[src/rtl/uart_word_assembler.sv]
// uart_word_assembler
// Packs UART receiver bytes little-endian into 32-bit words with sequential
// word addresses for a memory-write port. A trailing partial word is
// zero-padded and flushed on block timeout, followed by a block_done pulse.
// Optional feature: define UART_WORD_ASM_CKSUM_EN to enable a mod-256
// checksum of the block's received bytes; otherwise checksum is tied to 0.
module uart_word_assembler #(
  parameter int                ADDR_W     = 10,
  parameter logic [ADDR_W-1:0] START_ADDR = '0
) (
  input  logic              clk,
  input  logic              rst,           // asynchronous, active-low
  input  logic              byte_valid,
  input  logic [7:0]        byte_in,
  input  logic              block_timeout,
  output logic              word_valid,
  output logic [31:0]       word_data,
  output logic [ADDR_W-1:0] word_addr,
  output logic              partial,
  output logic              block_done,
  output logic [ADDR_W:0]   word_cnt,
  output logic [7:0]        checksum
);

  typedef enum logic [1:0] {IDLE, COLLECT, FLUSH, DONE} state_t;

  state_t            state_reg;
  logic [1:0]        idx_reg;
  logic [3:0][7:0]   lane_reg;
  logic [ADDR_W-1:0] addr_reg;

  logic              accept;
  logic [1:0]        idx_next;
  logic [3:0][7:0]   lane_next;
  logic [31:0]       pad_word;
  logic              full_word;
  logic              flush_now;
  logic [ADDR_W:0]   cnt_base;

  // Bytes are only taken while a block is being collected (or starting).
  assign accept    = byte_valid && ((state_reg == IDLE) || (state_reg == COLLECT));
  assign idx_next  = accept ? (idx_reg + 2'd1) : idx_reg;
  assign full_word = accept && (idx_reg == 2'd3);
  // Timeout is evaluated against the index after any same-cycle byte store.
  assign flush_now = block_timeout && ((state_reg == COLLECT) || accept) && (idx_next != 2'd0);
  // A first byte in IDLE restarts the word count for the new block.
  assign cnt_base  = (state_reg == IDLE) ? '0 : word_cnt;

  // Lane image including the byte arriving this cycle, and its zero-padded form.
  for (genvar gi = 0; gi < 4; gi++) begin : g_lane
    assign lane_next[gi]       = (accept && (idx_reg == 2'(gi))) ? byte_in : lane_reg[gi];
    assign pad_word[gi*8 +: 8] = (2'(gi) < idx_next) ? lane_next[gi] : 8'h00;
  end

  // Control FSM; outputs are registered on state entry so the flush word
  // appears one cycle after the timeout and block_done the cycle after that.
  always_ff @(posedge clk or negedge rst) begin
    if (!rst) begin
      state_reg  <= IDLE;
      idx_reg    <= 2'd0;
      lane_reg   <= '0;
      addr_reg   <= START_ADDR;
      word_valid <= 1'b0;
      word_data  <= 32'h0;
      word_addr  <= START_ADDR;
      partial    <= 1'b0;
      block_done <= 1'b0;
      word_cnt   <= '0;
    end else begin
      word_valid <= 1'b0;
      partial    <= 1'b0;
      block_done <= 1'b0;
      case (state_reg)
        IDLE, COLLECT: begin
          if (accept) begin
            lane_reg <= lane_next;
            idx_reg  <= idx_next;
          end
          if (full_word || flush_now) begin
            word_valid <= 1'b1;
            partial    <= flush_now;
            word_data  <= full_word ? lane_next : pad_word;
            word_addr  <= addr_reg;
            addr_reg   <= addr_reg + ADDR_W'(1);
            word_cnt   <= cnt_base + (ADDR_W+1)'(1);
          end else if (accept && (state_reg == IDLE)) begin
            word_cnt <= '0;
          end
          if (flush_now) begin
            state_reg <= FLUSH;
          end else if (block_timeout && ((state_reg == COLLECT) || accept)) begin
            state_reg  <= DONE;
            block_done <= 1'b1;
          end else if (accept) begin
            state_reg <= COLLECT;
          end
        end
        FLUSH: begin
          state_reg  <= DONE;
          block_done <= 1'b1;
        end
        DONE: begin
          addr_reg  <= START_ADDR;
          idx_reg   <= 2'd0;
          state_reg <= IDLE;
        end
        default: state_reg <= IDLE;
      endcase
    end
  end

`ifdef UART_WORD_ASM_CKSUM_EN
  logic [7:0] cksum_reg;

  // Running mod-256 sum of the block's bytes, restarted on the first byte.
  always_ff @(posedge clk or negedge rst) begin
    if (!rst) begin
      cksum_reg <= 8'h00;
    end else if (accept) begin
      cksum_reg <= (state_reg == IDLE) ? byte_in : (cksum_reg + byte_in);
    end
  end

  assign checksum = cksum_reg;
`else
  assign checksum = 8'h00;
`endif

endmodule
[config.mk]
export PLATFORM = sky130hd
export DESIGN_NAME = uart_word_assembler
export DESIGN_NICKNAME = d
export VERILOG_FILES = /design/src/rtl/uart_word_assembler.sv
export SDC_FILE = /design/constraint.sdc
export NUM_CORES = 1
export LEC_CHECK = 0
export CAP_MARGIN = 25
export CORE_MARGIN = 5
export CORE_UTILIZATION = 52
export CTS_BUF_LIST = sky130_fd_sc_hd__clkbuf_8 sky130_fd_sc_hd__clkbuf_16
export CTS_CLUSTER_DIAMETER = 30
export DETAILED_ROUTE_END_ITERATION = 10
export GPL_ROUTABILITY_DRIVEN = 0
export PLACE_DENSITY = 0.81
export SLEW_MARGIN = 5
export SYNTH_ARGS = -nofsm -noshare
export SYNTH_HDL_FRONTEND = slang
export SYNTH_SLANG_ARGS = --single-unit
[constraint.sdc]
create_clock -name clk -period 2.7 [get_ports clk]
set_input_delay 0.81 -clock clk [delete_from_list [all_inputs] [get_ports clk]]
set_output_delay 0.81 -clock clk [all_outputs]
set_load 0.01 [all_outputs]
==> results.sh <==
export IMPL_cts_sinks=94
export IMPL_end_kind="register"
export IMPL_p_total_mw=5.18
export IMPL_synth_edf_count=0
export IMPL_via_count=3026
export IMPL_antenna_found_initial=0
export IMPL_critical_path_arrival_ps=2680
export IMPL_status="completed"
export IMPL_h_tree_depth=3
export IMPL_nNetsFinal=482
export IMPL_dp_cells=555
export IMPL_drv_cap=0
export IMPL_yosysSeqAreaShare_pct=57.4
export IMPL_cts_tree="yes"
export IMPL_die_area_sq_mm=0.00976
export IMPL_slowest_stage="clkdlybuf4s50_1"
export IMPL_yosysUniqueCellTypes=45
export IMPL_drt_total_wl_um=8550
export IMPL_clk_latency_ps=360
export IMPL_syn_to_final_growth_pct=25.7
export IMPL_dr_first_iter_drc_count=146
export IMPL_path_depth=9
export IMPL_start_util_pct=53.3
export IMPL_postLayoutCellArea_sq_mm=0.00515
export IMPL_reg2reg_depth=10
export IMPL_grt_pass1_wl_um=14500
export IMPL_reg2reg_to="addr_reg[6]"
export IMPL_synthTopCellsByArea="dfrtp_1, nand2_1, mux2_2"
export IMPL_utilization_pct=67.0
export IMPL_finalSetupViolCount=0
export IMPL_tightest_slew_ps=699
export IMPL_ff2ff_setup_slack_ps=270
export IMPL_power_density_mw_per_mm2=1010
export IMPL_p_leak_nw=2.39
export IMPL_postSynth_asyncResetShare_pct=100
export IMPL_cts_buffers=9
export IMPL_timing_hold_ws_ps=428
export IMPL_dp_slack_ps=-94.7
export IMPL_finalSetupTns_ps=0
export IMPL_ioPinCount=76
export IMPL_synth_top_cell_area_share_pct=57.4
export IMPL_crit_fanout=22
export IMPL_holdBufCountCts=0
export IMPL_relSlewSlack_pct=53.2
export IMPL_hold_path_class="input pin to async pin"
export IMPL_hold_violations=0
export IMPL_worstPathRequired_ps=2940
export IMPL_r2r_start="idx_reg[0]"
export IMPL_syn_area_sq_mm=0.00410
export IMPL_ys_ff_latch=94
export IMPL_drv_slew=0
export IMPL_path_class="input pin to register"
export IMPL_drc=0
export IMPL_largest_register_ffs=32
export IMPL_chipHeight_um=98.8
export IMPL_synth_top_area_cell="dfrtp_1"
export IMPL_cts_setup_buffers=0
export IMPL_synthCells=383
export IMPL_drive_gt1_share_pct=14.1
export IMPL_drtPass1Iterations=6
export IMPL_syn_area_per_cell_sq_um=10.7
export IMPL_ant_nets=0
export IMPL_fin_skew_ps=9.54
export IMPL_final_instance_count_excl_fill=571
export IMPL_startpoint="byte_valid"
export IMPL_clock_path_buffers=2
export IMPL_dpl_cell_area_sq_mm=0.00494
export IMPL_endpoint="addr_reg[6]"
export IMPL_yosysWarnings=0
export IMPL_wl_per_cell_um=15.0
export IMPL_core_rowCount=32
export IMPL_min_period_ps=2430
export IMPL_grt_max_degree=42
export IMPL_rsz0062_at_grt="no"
export IMPL_gr_total_overflow=0
export IMPL_peakVddDrop_mv=0.491
export IMPL_hpwl_um=6030
export IMPL_fin_crit_sh_pct=90.2
export IMPL_die_x_um=98.8
export IMPL_worst_setup_path_start_kind="input pin"
export IMPL_cp_cell_sequence="clkdlybuf4s50_1 -> and4bb_2 -> a31oi_4 -> a21oi_4 -> inv_4 -> buf_4 -> nor2_1 -> o21ai_0 -> o21ai_0"
export IMPL_setup_ws_ps=265
export IMPL_cts_clk_slew_worst_paths_ps=90
export IMPL_synth_ff_type="dfrtp_1"
export IMPL_critical_path_top_delay_family="buffers and inverters"
export IMPL_insertedDiodeCount=0
export IMPL_via_per_inst=5.30
export IMPL_io_buffers=67
export IMPL_post_cts_resized=0
export IMPL_cp_buffers_inverters=3
export IMPL_clock_root_buffer="clkbuf_8"
export IMPL_grt_use_total_pct=18.4
export IMPL_final_common_cell="dfrtp_1"
export IMPL_critPathMaxStageDelay_ps=510
export IMPL_layout_common_cells="dfrtp_1, nand2_1, clkdlybuf4s50_1"
export IMPL_grt_pass1_vias=3088
export IMPL_fmax_mhz=411
export IMPL_cpMostUsedCell="o21ai_0"
export IMPL_core_sq_mm=0.00769
==> power by group <==
group	internal (mW)	switching (mW)	total, mW
clock	0.500	0.470	0.970
sequential	1.87	0.258	2.13
combinational	1.04	1.04	2.08
total	3.42	1.77	5.18
==> metal layers <==
| metal | global-route usage (%) | wire (um) |
|---|---|---|
| met1 | 23.5 | 3710 |
| met2 | 30.5 | 4190 |
| met3 | 5.73 | 544 |
| met4 | 5.04 | 104 |
| met5 | 0 | 0 |
==> logic make-up after synthesis <==
kind of cell / share of synthesized area, %
AND/OR/NAND/NOR: 18.0
flip-flops: 57.4
AO/OA/AOI/OAI: 10.0
buffers and inverters: 4.49
multiplexers: 7.30
adder cells (fa/ha/maj): 1.83
XOR/XNOR: 0.855
other: 0.0915
==> worst reg2reg max path, cell delays in order, from the launching register on <==
cell and delay, ps:
dfrtp_1 480, inv_1 150, ha_1 350, and4bb_2 340, a31oi_4 50, a21oi_4 220
buf_4 210, buf_4 190, a31oi_1 60, o21ai_0 170, o21ai_0 100
==> synth_stat cells, types with 2 or more instances <==
cell type / number
ha_1: 6
o31ai_1: 2
buf_2: 7
and3_1: 3
buf_4: 10
nor3_1: 3
o21ai_1: 3
buf_6: 4
a41oi_1: 2
and2_1: 6
nand3_1: 4
nand2b_1: 17
a21oi_1: 14
nand2_1: 80
a22o_1: 8
a22oi_1: 2
nand4_1: 5
o21ai_0: 22
clkbuf_1: 3
mux2i_1: 4
dfrtp_1: 94
xnor2_1: 4
mux2_2: 23
inv_1: 3
nor2_1: 31
a31oi_1: 4
==> final cells by class <==
class                   count  area [sq um]
clock buffers              12           165
inverters                   4          17.5
flip-flops and latches     94          2350
multi-input cells         268          1590
fillers                   591          2530
repair buffers             87           856
well taps                 102           128
clock inverters             4          46.3
==> worst min-delay path by stage <==
stage | startpoint | endpoint | slack [ps]
final | rst | word_addr[0] | 430
after global routing | rst | word_addr[0] | 460
after CTS | rst | word_addr[0] | 430
after detailed placement | word_addr[6] | word_addr[6] | 460
after global placement | word_addr[6] | word_addr[6] | 450
after floorplan | lane_reg[16] | lane_reg[16] | 450
No activity file was read; power rests on OpenSTA's default activity.
==> patch: new RTL, same flow settings <==
The option `UART_WORD_ASM_CKSUM_EN` is turned on by a define.
--- a/src/rtl/uart_word_assembler.sv
+++ b/src/rtl/uart_word_assembler.sv
@@ -4,6 +4,8 @@
 // zero-padded and flushed on block timeout, followed by a block_done pulse.
 // Optional feature: define UART_WORD_ASM_CKSUM_EN to enable a mod-256
 // checksum of the block's received bytes; otherwise checksum is tied to 0.
+`define UART_WORD_ASM_CKSUM_EN
+
 module uart_word_assembler #(
   parameter int                ADDR_W     = 10,
   parameter logic [ADDR_W-1:0] START_ADDR = '0
Function: changed (Yosys sat finds a counterexample within 4 cycles, from zero or initial values and one cycle with rst low).
==> patch against the unedited design <==
Core utilization decreased by 0.053 points. Combinational power increased by 41%. Synthesized area increased by 18%. Wire length increased by 36%. Sequential cell count increased by 8. Worst setup slack got worse by 0.074 ns. Power increased by 22%. Final area increased by 19%. Global-route usage increased by 2.8 points. Sequential power increased by 14%. Critical path type unchanged. Highest routed layer unchanged.
==> patch: results (changes against the unedited design) <==
<table>
<tr><th>Metric</th><th>Value</th></tr>
<tr><th colspan="2">GRT</th></tr>
<tr><td>Largest net degree at the start of global routing</td><td>47 (+12%)</td></tr>
<tr><td>Wire length of the first global-routing pass</td><td>19.07 mm (+31%)</td></tr>
<tr><td>Via count of the first global-routing pass</td><td>3954 (+28%)</td></tr>
<tr><th colspan="2">Timing</th></tr>
<tr><td>Clk_skew</td><td>0.01398 ns (+0.004440 ns)</td></tr>
<tr><td>Transition time at the pin with the least slew margin</td><td>0.6076 ns (-0.09131 ns)</td></tr>
<tr><th colspan="2">Run status</th></tr>
<tr><td>Run status</td><td>complete, no violations</td></tr>
<tr><th colspan="2">Power and ir drop</th></tr>
<tr><td>Switching power of the nets</td><td>2.409 mW (+36%)</td></tr>
<tr><td>Leakage Power</td><td>2.857 nW (+19%)</td></tr>
<tr><th colspan="2">Synthesis</th></tr>
<tr><td>Share of synthesized area occupied by flip-flops and latches</td><td>52.99% (-4.4 points)</td></tr>
<tr><td>Most used standard cells in the synthesized netlist</td><td>sky130_fd_sc_hd__dfrtp_1, sky130_fd_sc_hd__nand2_1, sky130_fd_sc_hd__o21ai_0</td></tr>
<tr><td>Number of instances in the synthesized netlist</td><td>466 (+22%)</td></tr>
<tr><td>Top cells by area, synth</td><td>sky130_fd_sc_hd__dfrtp_1, sky130_fd_sc_hd__nand2_1, sky130_fd_sc_hd__mux2_2</td></tr>
<tr><th colspan="2">Setup path</th></tr>
<tr><td>Critical path endpoint</td><td>checksum[7]$_DFFE_PN0P_</td></tr>
<tr><td>Register-to-register setup slack</td><td>0.35 ns (+0.08 ns)</td></tr>
<tr><td>Worst stage delay on the critical path</td><td>0.46 ns (-0.05 ns)</td></tr>
<tr><td>Cell family with the largest share of critical-path delay</td><td>compound AO/OA/AOI/OAI gates</td></tr>
<tr><td>Startpoint of the most critical setup path</td><td>byte_in[3]</td></tr>
<tr><td>Worst R2R Path Depth</td><td>8 (-2)</td></tr>
<tr><td>Reg-to-Reg End</td><td>word_cnt[10]$_DFFE_PN0P_</td></tr>
<tr><th colspan="2">Routing</th></tr>
<tr><td>Violation count after the first detailed-routing iteration</td><td>125 (-14%)</td></tr>
<tr><td>Average wire length per cell after detail routing</td><td>16.89 µm (+13%)</td></tr>
<tr><td>Via Count</td><td>3860 (+28%)</td></tr>
<tr><th colspan="2">Placed design</th></tr>
<tr><td>Cell count after placement</td><td>670 (+21%)</td></tr>
<tr><td>Total of buffers placed on input and output ports</td><td>75 (+12%)</td></tr>
<tr><th colspan="2">Layout</th></tr>
<tr><td>Final instance area</td><td>0.006130 mm² (+19%)</td></tr>
<tr><td>Post-Layout Cell Count</td><td>686 (+20%)</td></tr>
</table>
## patch: cell count changes after synthesis, moves of 11 or more
cell,unedited run,this run
sky130_fd_sc_hd__inv_1,3,18
sky130_fd_sc_hd__nand3_1,4,15
sky130_fd_sc_hd__nand2_1,80,101
sky130_fd_sc_hd__mux2i_1,4,15
sky130_fd_sc_hd__o21ai_0,22,39
sky130_fd_sc_hd__nor2_1,31,15
## patch: area by class of cell
class / count / share of cell area (%)
Timing Repair Buffer: 113 / 17.88
Clock buffer: 9 / 2.021
Clock inverter: 7 / 1.102
Inverter: 19 / 1.164
Sequential cell: 102 / 41.64
Multi-Input combinational cell: 325 / 33.93
Tap cell: 111 / 2.266
## patch: power groups by stage
stage | clock, mW | sequential [mW] | combinational, mW
3_5_place_dp | 0 | 2.45 | 2.94
5_1_grt | 1.02 | 2.49 | 3.21
3_3_place_gp | 0 | 2.42 | 2.82
2_1_floorplan | 0 | 2.50 | 1.53
6_report | 0.941 | 2.43 | 2.94
4_1_cts | 0.958 | 2.43 | 2.96
## patch: layer usage
| metal | GRT usage (%) | routed length [µm] | vias up |
|---|---|---|---|
| li1 | - | - | 1814 |
| met1 | 25.45 | 4775 | 1888 |
| met2 | 36.52 | 5752 | 130 |
| met3 | 4.614 | 699 | 28 |
| met4 | 9.251 | 361 | 0 |
| met5 | 0 | 0 | - |
## patch: cells by family after synthesis
logic type | share of synthesized area (%)
buffers and inverters | 3.844
and+or+nand+nor | 17.61
adders and majority gates | 3.792
xor gates and xnor gates | 0.9093
muxes | 7.792
AOI/OAI and AO/OA | 13.07
DFF | 52.99
## patch: stage by stage
stage	setup slack [ns]	total power, mW
floorplan	0.3931	4.033
global placement	-0.09668	5.248
detailed placement	-0.1807	5.390
CTS	0.1990	6.346
global route	0.07911	6.725
finish	0.1908	6.308
